**config.mk**
```make
export PLATFORM = sky130hd
export DESIGN_NAME = fwd_clk_rx_flat
export DESIGN_NICKNAME = d
export VERILOG_FILES = /design/src/rtl/fwd_clk_rx_pkg.sv /design/src/rtl/fwd_clk_rx_if.sv /design/src/rtl/fwd_clk_rx_sync_bit.sv /design/src/rtl/fwd_clk_rx.sv /design/src/flat_wrapper.sv
export SDC_FILE = /design/constraint.sdc
export NUM_CORES = 1
export LEC_CHECK = 0
export ABC_CLOCK_PERIOD_IN_PS = 7650
export CAP_MARGIN = 20
export CORE_MARGIN = 4
export CORE_UTILIZATION = 58
export DETAILED_ROUTE_END_ITERATION = 10
export GPL_TIMING_DRIVEN = 0
export PLACE_DENSITY = 0.9
export REMOVE_ABC_BUFFERS = 1
export SLEW_MARGIN = 20
export SYNTH_ARGS = -nofsm -noshare
export SYNTH_HDL_FRONTEND = slang
export SYNTH_SLANG_ARGS = --single-unit
```
**constraint.sdc**
```tcl
create_clock -name clk -period 7.65 [get_ports clk]
set_input_delay 1.1475 -clock clk [delete_from_list [all_inputs] [get_ports clk]]
set_output_delay 1.1475 -clock clk [all_outputs]
set_load 0.03 [all_outputs]
```
**src/rtl/fwd_clk_rx_pkg.sv**
```systemverilog
// Shared definitions for the forwarded-clock receiver: FSM encoding and
// default word/synchronizer sizing.
package fwd_clk_rx_pkg;

    typedef enum logic {
        ST_IDLE  = 1'b0,
        ST_SHIFT = 1'b1
    } state_t;

    localparam int DEF_WIDTH = 36;
    localparam int DEF_SYNC  = 2;

endpackage

```
**src/rtl/fwd_clk_rx_if.sv**
```systemverilog
// Pin-side and consumer-side signals of the forwarded-clock receiver.
// The master is the receiver; the slave is the remote pins plus consumer.
interface fwd_clk_rx_if
    import fwd_clk_rx_pkg::*;
#(
    parameter int WIDTH = DEF_WIDTH
);
    logic             rx_clk;
    logic             rx_frm;
    logic             rx_dat;
    logic             ack;
    logic             clr;
    logic [WIDTH-1:0] data;
    logic             vld;
    logic             ovr;
    logic             ferr;

    modport master (
        input  rx_clk, rx_frm, rx_dat, ack, clr,
        output data, vld, ovr, ferr
    );

    modport slave (
        output rx_clk, rx_frm, rx_dat, ack, clr,
        input  data, vld, ovr, ferr
    );
endinterface

```
**src/rtl/fwd_clk_rx_sync_bit.sv**
```systemverilog
// Multi-flop synchronizer for one asynchronous pin; the output is the last
// flop of the chain and every flop clears to 0 on reset.
module sync_bit
    import fwd_clk_rx_pkg::*;
#(
    parameter int SYNC = DEF_SYNC
) (
    input  logic clk,
    input  logic rst,
    input  logic d,
    output logic q
);
    logic [SYNC-1:0] chain_reg;

    always_ff @(posedge clk or posedge rst) begin
        if (rst) begin
            chain_reg <= '0;
        end else begin
            chain_reg <= {chain_reg[SYNC-2:0], d};
        end
    end

    assign q = chain_reg[SYNC-1];
endmodule

```
**src/rtl/fwd_clk_rx.sv**
```systemverilog
// Forwarded-clock receiver: oversamples rx_clk/rx_frm/rx_dat, deserializes
// MSB-first words on rx_clk rising edges and holds them for a valid/ack consumer.
module fwd_clk_rx
    import fwd_clk_rx_pkg::*;
#(
    parameter int WIDTH = DEF_WIDTH,
    parameter int SYNC  = DEF_SYNC
) (
    input  logic          clk,
    input  logic          rst,
    fwd_clk_rx_if.master  bus
);
    localparam int            CW   = $clog2(WIDTH);
    localparam logic [CW-1:0] LAST = CW'(WIDTH - 1);

    logic [2:0]       pin_vec;
    logic [2:0]       sync_vec;
    logic             clk_s, frm_s, dat_s;
    logic             clk_d_reg;
    logic             bit_edge;

    state_t           state_reg, state_next;
    logic [CW-1:0]    count_reg, count_next;
    logic [WIDTH-1:0] shift_reg, shift_next;
    logic [WIDTH-1:0] word_full;
    logic             word_done;
    logic             ferr_reg, ferr_next;
    logic [WIDTH-1:0] data_reg;
    logic             vld_reg;
    logic             ovr_reg;

    // Identical chains keep the three pins aligned to each other after sync.
    assign pin_vec = {bus.rx_clk, bus.rx_frm, bus.rx_dat};

    generate
        for (genvar gi = 0; gi < 3; gi++) begin : g_sync
            sync_bit #(.SYNC(SYNC)) u_sync (
                .clk (clk),
                .rst (rst),
                .d   (pin_vec[gi]),
                .q   (sync_vec[gi])
            );
        end
    endgenerate

    assign clk_s    = sync_vec[2];
    assign frm_s    = sync_vec[1];
    assign dat_s    = sync_vec[0];
    assign bit_edge = clk_s & ~clk_d_reg;
    assign word_full = {shift_reg[WIDTH-2:0], dat_s};

    always_ff @(posedge clk or posedge rst) begin
        if (rst) begin
            clk_d_reg <= 1'b0;
            state_reg <= ST_IDLE;
            count_reg <= '0;
            shift_reg <= '0;
            ferr_reg  <= 1'b0;
        end else begin
            clk_d_reg <= clk_s;
            state_reg <= state_next;
            count_reg <= count_next;
            shift_reg <= shift_next;
            ferr_reg  <= ferr_next;
        end
    end

    always_comb begin
        state_next = state_reg;
        count_next = count_reg;
        shift_next = shift_reg;
        ferr_next  = 1'b0;
        word_done  = 1'b0;
        case (state_reg)
            ST_IDLE: begin
                count_next = '0;
                if (frm_s) state_next = ST_SHIFT;
            end
            ST_SHIFT: begin
                if (!frm_s) begin
                    // Frame dropped; only a partially received word is an error.
                    state_next = ST_IDLE;
                    count_next = '0;
                    ferr_next  = (count_reg != '0);
                end else if (bit_edge) begin
                    shift_next = word_full;
                    if (count_reg == LAST) begin
                        word_done  = 1'b1;
                        count_next = '0;
                    end else begin
                        count_next = count_reg + 1'b1;
                    end
                end
            end
            default: state_next = ST_IDLE;
        endcase
    end

    // Holding register: a new word always wins; ovr only when it displaces an unacked one.
    always_ff @(posedge clk or posedge rst) begin
        if (rst) begin
            data_reg <= '0;
            vld_reg  <= 1'b0;
            ovr_reg  <= 1'b0;
        end else begin
            if (word_done) begin
                data_reg <= word_full;
                vld_reg  <= 1'b1;
            end else if (bus.ack) begin
                vld_reg  <= 1'b0;
            end
            if (word_done && vld_reg && !bus.ack) begin
                ovr_reg <= 1'b1;
            end else if (bus.clr) begin
                ovr_reg <= 1'b0;
            end
        end
    end

    assign bus.data = data_reg;
    assign bus.vld  = vld_reg;
    assign bus.ovr  = ovr_reg;
    assign bus.ferr = ferr_reg;
endmodule

```
**src/flat_wrapper.sv**
```systemverilog
// flat-port wrapper written by rule: the top's interface ports become plain ports
module fwd_clk_rx_flat import fwd_clk_rx_pkg::*;
#(
    parameter int WIDTH = DEF_WIDTH,
    parameter int SYNC  = DEF_SYNC
)
  (clk, rst, bus_rx_clk, bus_rx_frm, bus_rx_dat, bus_ack, bus_clr, bus_data, bus_vld, bus_ovr, bus_ferr);
  fwd_clk_rx_if #(.WIDTH(WIDTH)) bus_i ();
  input  logic clk;
  input  logic rst;
  input wire logic [$bits(bus_i.rx_clk)-1:0] bus_rx_clk;
  input wire logic [$bits(bus_i.rx_frm)-1:0] bus_rx_frm;
  input wire logic [$bits(bus_i.rx_dat)-1:0] bus_rx_dat;
  input wire logic [$bits(bus_i.ack)-1:0] bus_ack;
  input wire logic [$bits(bus_i.clr)-1:0] bus_clr;
  output wire logic [$bits(bus_i.data)-1:0] bus_data;
  output wire logic [$bits(bus_i.vld)-1:0] bus_vld;
  output wire logic [$bits(bus_i.ovr)-1:0] bus_ovr;
  output wire logic [$bits(bus_i.ferr)-1:0] bus_ferr;
  assign bus_i.rx_clk = bus_rx_clk;
  assign bus_i.rx_frm = bus_rx_frm;
  assign bus_i.rx_dat = bus_rx_dat;
  assign bus_i.ack = bus_ack;
  assign bus_i.clr = bus_clr;
  assign bus_data = bus_i.data;
  assign bus_vld = bus_i.vld;
  assign bus_ovr = bus_i.ovr;
  assign bus_ferr = bus_i.ferr;
  fwd_clk_rx #(.WIDTH(WIDTH), .SYNC(SYNC)) u_core (.clk(clk), .rst(rst), .bus(bus_i));
endmodule
```
; ---- Word-level counts from Yosys, hierarchy flattened
; Index checks and enable logic that the tools add are counted.
[totals]
ff_bits = 88
latchBits = 0
ram_bits = 0
rom_bits = 0
in_bits = 7
elab_cells = 39
n_memories = 0
[classes]
n_addsub = 1
n_mul = 0
div = 0
magnitude_cmp = 0
eq_ne = 2
n_shift = 0
mux = 15
bitwise_logic = 3
reduce_logical = 7
[ops]
columns = operator, count
row1 = $mux W6, 3
row2 = $pmux W6 S2, 1
row3 = $mux W1, 11
row4 = $add A6 B1 Y6 const B, 1
row5 = $eq A6 B6 Y1 const B, 1
row6 = $reduce_bool A6 Y1, 1
row7 = $reduce_bool A2 Y1, 2
row8 = $ne A3 B2 Y1 const B, 1
row9 = $reduce_and A3 Y1, 1
row10 = $logic_and A1 B1 Y1, 2
row11 = $not A1 Y1, 2
row12 = $and A1 B1 Y1, 1
row13 = $logic_not A1 Y1, 1

; ---- Longest topological paths before layout
[depth]
word_depth = 8
mapped_depth = 7
depth_no_buf = 4

; ---- Cells and area by module
; Synthesis repeated with hierarchy kept, for this count alone.
[hier_totals]
cells_unflattened = 209
hier_area_um2 = 3352.0
[modules_own_cells]
columns = module, n_inst, cells_each, area_per_inst_um2, seq_area_each_um2
row1 = fwd_clk_rx, 1, 200, 3190.6, 2052.0
row2 = sync_bit, 3, 3, 53.8, 50.0

; ---- Worst setup path before layout
; OpenSTA, ideal clock, no wires.
[synth_path]
path_type = register -> output
start = register u_core.vld_reg, in the netlist u_core.bus.vld
end = output bus_vld
arrival_time_ns = 0.482
path_slack_ns = 6.020
stages_incl_launch_ff = 1
n_path_buf = 0
cell_sequence = dfrtp_1
[synth_rtl]
columns = element, line
row1 = from (decl), fwd_clk_rx.sv:29  ; logic vld_reg;
row2 = from (signal assigned), fwd_clk_rx.sv:103  ; vld_reg <= 1'b0;
row3 = from (signal assigned), fwd_clk_rx.sv:108  ; vld_reg <= 1'b1;
row4 = from (signal assigned), fwd_clk_rx.sv:110  ; vld_reg <= 1'b0;
row5 = to (decl), flat_wrapper.sv:17  ; output wire logic [$bits(bus_i.vld)-1:0] bus_vld;
; No word-level cell between the ends.

; ---- Worst setup path after layout
[layout_path]
start = register u_core.data_reg[14], in the netlist u_core.bus.data[14]
end = output bus_data[14]
[layout_rtl]
columns = element, line
row1 = from (decl), fwd_clk_rx.sv:28  ; logic [WIDTH-1:0] data_reg;
row2 = from (signal assigned), fwd_clk_rx.sv:107  ; data_reg <= word_full;
row3 = to (decl), flat_wrapper.sv:16  ; output wire logic [$bits(bus_i.data)-1:0] bus_data;
; No word-level cell between the ends.

==> implementation parameters <==
Parameter                              Value

Run status
  Outcome    finished, final reports clean

Routing
  Detail-routed via count per cell    5.33
  Post-route DRC    0
  Top Metal Used    met4
  Wire length per cell after detailed routing    ~16 µm
  Final WL    around 5.4 mm
  Drt initial violations    131
  Antenna-violating nets left    0
  Via count of the routed design    1786
  DR WL met3    165 µm
  Detailed-routed wire length on met2    2.60 mm
  M1 wire length    between 2 and 3 mm
  Length of the first detailed-routing pass in iterations    4

Critical path
  Worst path cell trace    clkdlybuf4s50_1
  Crit path max fanout    2
  Critical path buffers and inverters    1
  Kind of start point of the critical path    flop
  CP endpoint kind    output pin
  Data arrival time at the worst-slack endpoint    1.42 ns
  Crit path largest cell delay    0.69 ns
  Setup CP Type    flop to output pin
  Critical path data required time    about 6.5 ns
  Standard cell with the maximum stage delay on the critical path    clkdlybuf4s50_1
  Top cell family by delay on the critical path    buffers and inverters

Floorplanning
  Chip Height    85.2 µm
  Number of top-level pins    46
  Area of the die    0.00726 mm²
  CORE AREA    0.00564 mm²
  Initial Util    61.3%
  Core Rows    27
  Die boundary width    85.2 µm

STA
  Worst slack on hold paths    about 0.36 ns
  Final critical path time including I/O delays and setup    about 2.6 ns
  Number of setup violations in the final report    0
  Count of final hold-check violations    0
  Aggregate negative setup slack    0 ns
  Relative max-transition margin    around 57%
  RSZ-0062 raised after global routing    false
  Maximum operating frequency    roughly 0.39 GHz
  Pin slew with the least headroom to its limit    0.650 ns
  Maximum clock skew at final layout    0.0105 ns
  Number of pins exceeding their max-slew limit in the final report    0
  Final cycle utilization of the critical path    33.5%

Hold path
  Type of the worst min-delay path    flop to flop

Final layout
  Antenna diode count    0
  FILL cells    339
  Flip-flop count of the largest register, all copies and words added    36
  Layout net count    approximately 270
  Number of cells in the finished layout apart from fillers    around 340
  Share of final-layout standard cells stronger than drive strength 1    35.0%
  Syn-to-layout area delta    21.0%

Clocking
  Count of instances resized after the clock tree is built    0
  Number of levels in the clock H-tree    3
  Root Buffer    clkbuf_8
  Source-to-sink clock delay at the later pin of the worst-skew pair    0.35 ns
  Clock sink count    88
  Hold_buf cts    0
  Number of buffers added for setup after CTS    0
  CTS max path bufs    2
  Inserted Clock Buffers    9
  Clock-pin slew on the worst setup and hold paths    around 0.080 ns
  CTS tree    done

Global route
  Antenna violations before repair    0
  First-pass GRT wire length    roughly 9.4 mm
  All-Layer GR Usage    16.8%
  Sum of overflow across all layers after global routing    0
  Maximum number of pins on one net before global-route repair    56
  Number of global-route vias before repair    1916

Synthesis
  Synth warnings    0
  Fraction of the yosys area taken by sequential cells    63.7%
  Post-synthesis register bit count    88
  Cell type with the highest aggregate area in the netlist    dfrtp_1
  Mapped Avg Cell Area    16.5 µm²
  Number of different library cells in the post-synthesis netlist    27
  Cell Area, Synth    0.00346 mm²
  Area share of the leading cell type in the synthesized netlist    a little under two thirds
  Synth area leaders    dfrtp_1 64%, mux2_2 14%, mux2_4 12%
  Number of cells produced by synthesis    210

Power
  Lkg Pwr    2.09 nW
  Power density cells    215 mW/mm²
  Total power of the final layout    0.000897 W
  Worst vdd ir    0.000145 V

Placed design
  Count of input and output buffers    45
  Half-perimeter wire length after detailed placement    about 3.4 mm
  Cells after DPL    320
  RePlAce Congestion    0.685

Job
  Max-cap violation count    0
==> metrics by stage <==
stage	setup WS [ns]	cell area (µm²)	utilization [%]
6_report	5.08	4180	74.1
5_1_grt	5.02	4180	74.1
4_1_cts	5.05	4180	74.1
3_5_place_dp	5.22	3940	69.8
3_3_place_gp	3.00	3910	69.3
2_1_floorplan	4.22	3370	-
==> where the power goes <==
| part | leakage [nW] | switching [W] | internal, W |
|---|---|---|---|
| Combinational | 0.773 | 0.0000155 | 0.0000140 |
| Clock | 0.115 | 0.000158 | 0.000224 |
| Sequential | 1.20 | 0.00000910 | 0.000476 |
==> Yosys cell counts, drive strengths merged <==
master   n
nand2    5
nor3     1
a311oi   2
nand4    2
inv      6
o22ai    1
buf      8
dfrtp   88
and2     1
mux2    71
o21ai    1
a21oi    4
nor2b    1
nor2     8
and3     1
nand2b   2
ha       2
xor2     2
nand3    3
or3      1
==> worst paths after layout <==
| kind | startpoint | to | slack (ns) | cells past startpoint |
|---|---|---|---|---|
| max reg2reg | u_core.g_sync[2].u_sync.chain_reg[1] | u_core.bus.data[6] | 5.22 | 4 |
| max | u_core.bus.data[14] | bus_data[14] | 5.08 | 1 |
| min in group asynchronous | rst | u_core.bus.data[8] | 1.16 | 2 |
| min | u_core.g_sync[2].u_sync.chain_reg[0] | u_core.g_sync[2].u_sync.chain_reg[1] | 0.36 | 0 |
| max in group asynchronous | rst | u_core.shift_reg[27] | 5.89 | 3 |
| min reg2reg | u_core.g_sync[2].u_sync.chain_reg[0] | u_core.g_sync[2].u_sync.chain_reg[1] | 0.36 | 0 |
==> final cells by class <==
class                      count  area (µm²)  area share [%]
inverter                       6        25.0           0.599
tap                           72        90.1            2.16
sequential                    88        2200            52.7
clock buffer                  10         138            3.29
clock inverter                 5         105            2.51
multi-input combinational    108        1140            27.3
timing repair buffer          46         478            11.4
==> placed cells by master, fill, tap and decap left out <==
cell type and n:
dfrtp_1 88, clkdlybuf4s50_1 45, mux2_2 43, mux2_4 28, clkbuf_8 10, nor2_1 8
inv_1 5, nand2_1 5, a21oi_1 4, bufinv_16 3, nand3_1 2, a311oi_1 2
nand4_1 2, xor2_1 2, ha_1 2, clkinvlp_4 2, nor2b_2 1, nand3_4 1
nor3_2 1, and3_1 1, nand2b_4 1, inv_4 1, o21ai_0 1, nand2b_1 1
o22ai_1 1, and2_1 1, or3_1 1, buf_16 1
==> cell families (layout without fill, tap and decap cells) <==
group | Yosys count | after routing | synth area share (%)
DFF | 88 | 88 | 63.7
muxes | 71 | 71 | 26.2
and+or+nand+nor | 25 | 25 | 4.24
buffers and inverters | 14 | 67 | 3.22
AOI/OAI and AO/OA | 8 | 8 | 1.41
adders and majority gates | 2 | 2 | 0.724
xor gates and xnor gates | 2 | 2 | 0.507
==> per-layer routing <==
layer	GRT usage, %	vias up
li1	-	825
met1	22.8	911
met2	25.3	39
met3	3.59	11
met4	9.35	0
met5	0	-
Note: power is estimated with default switching activity, not from simulation.
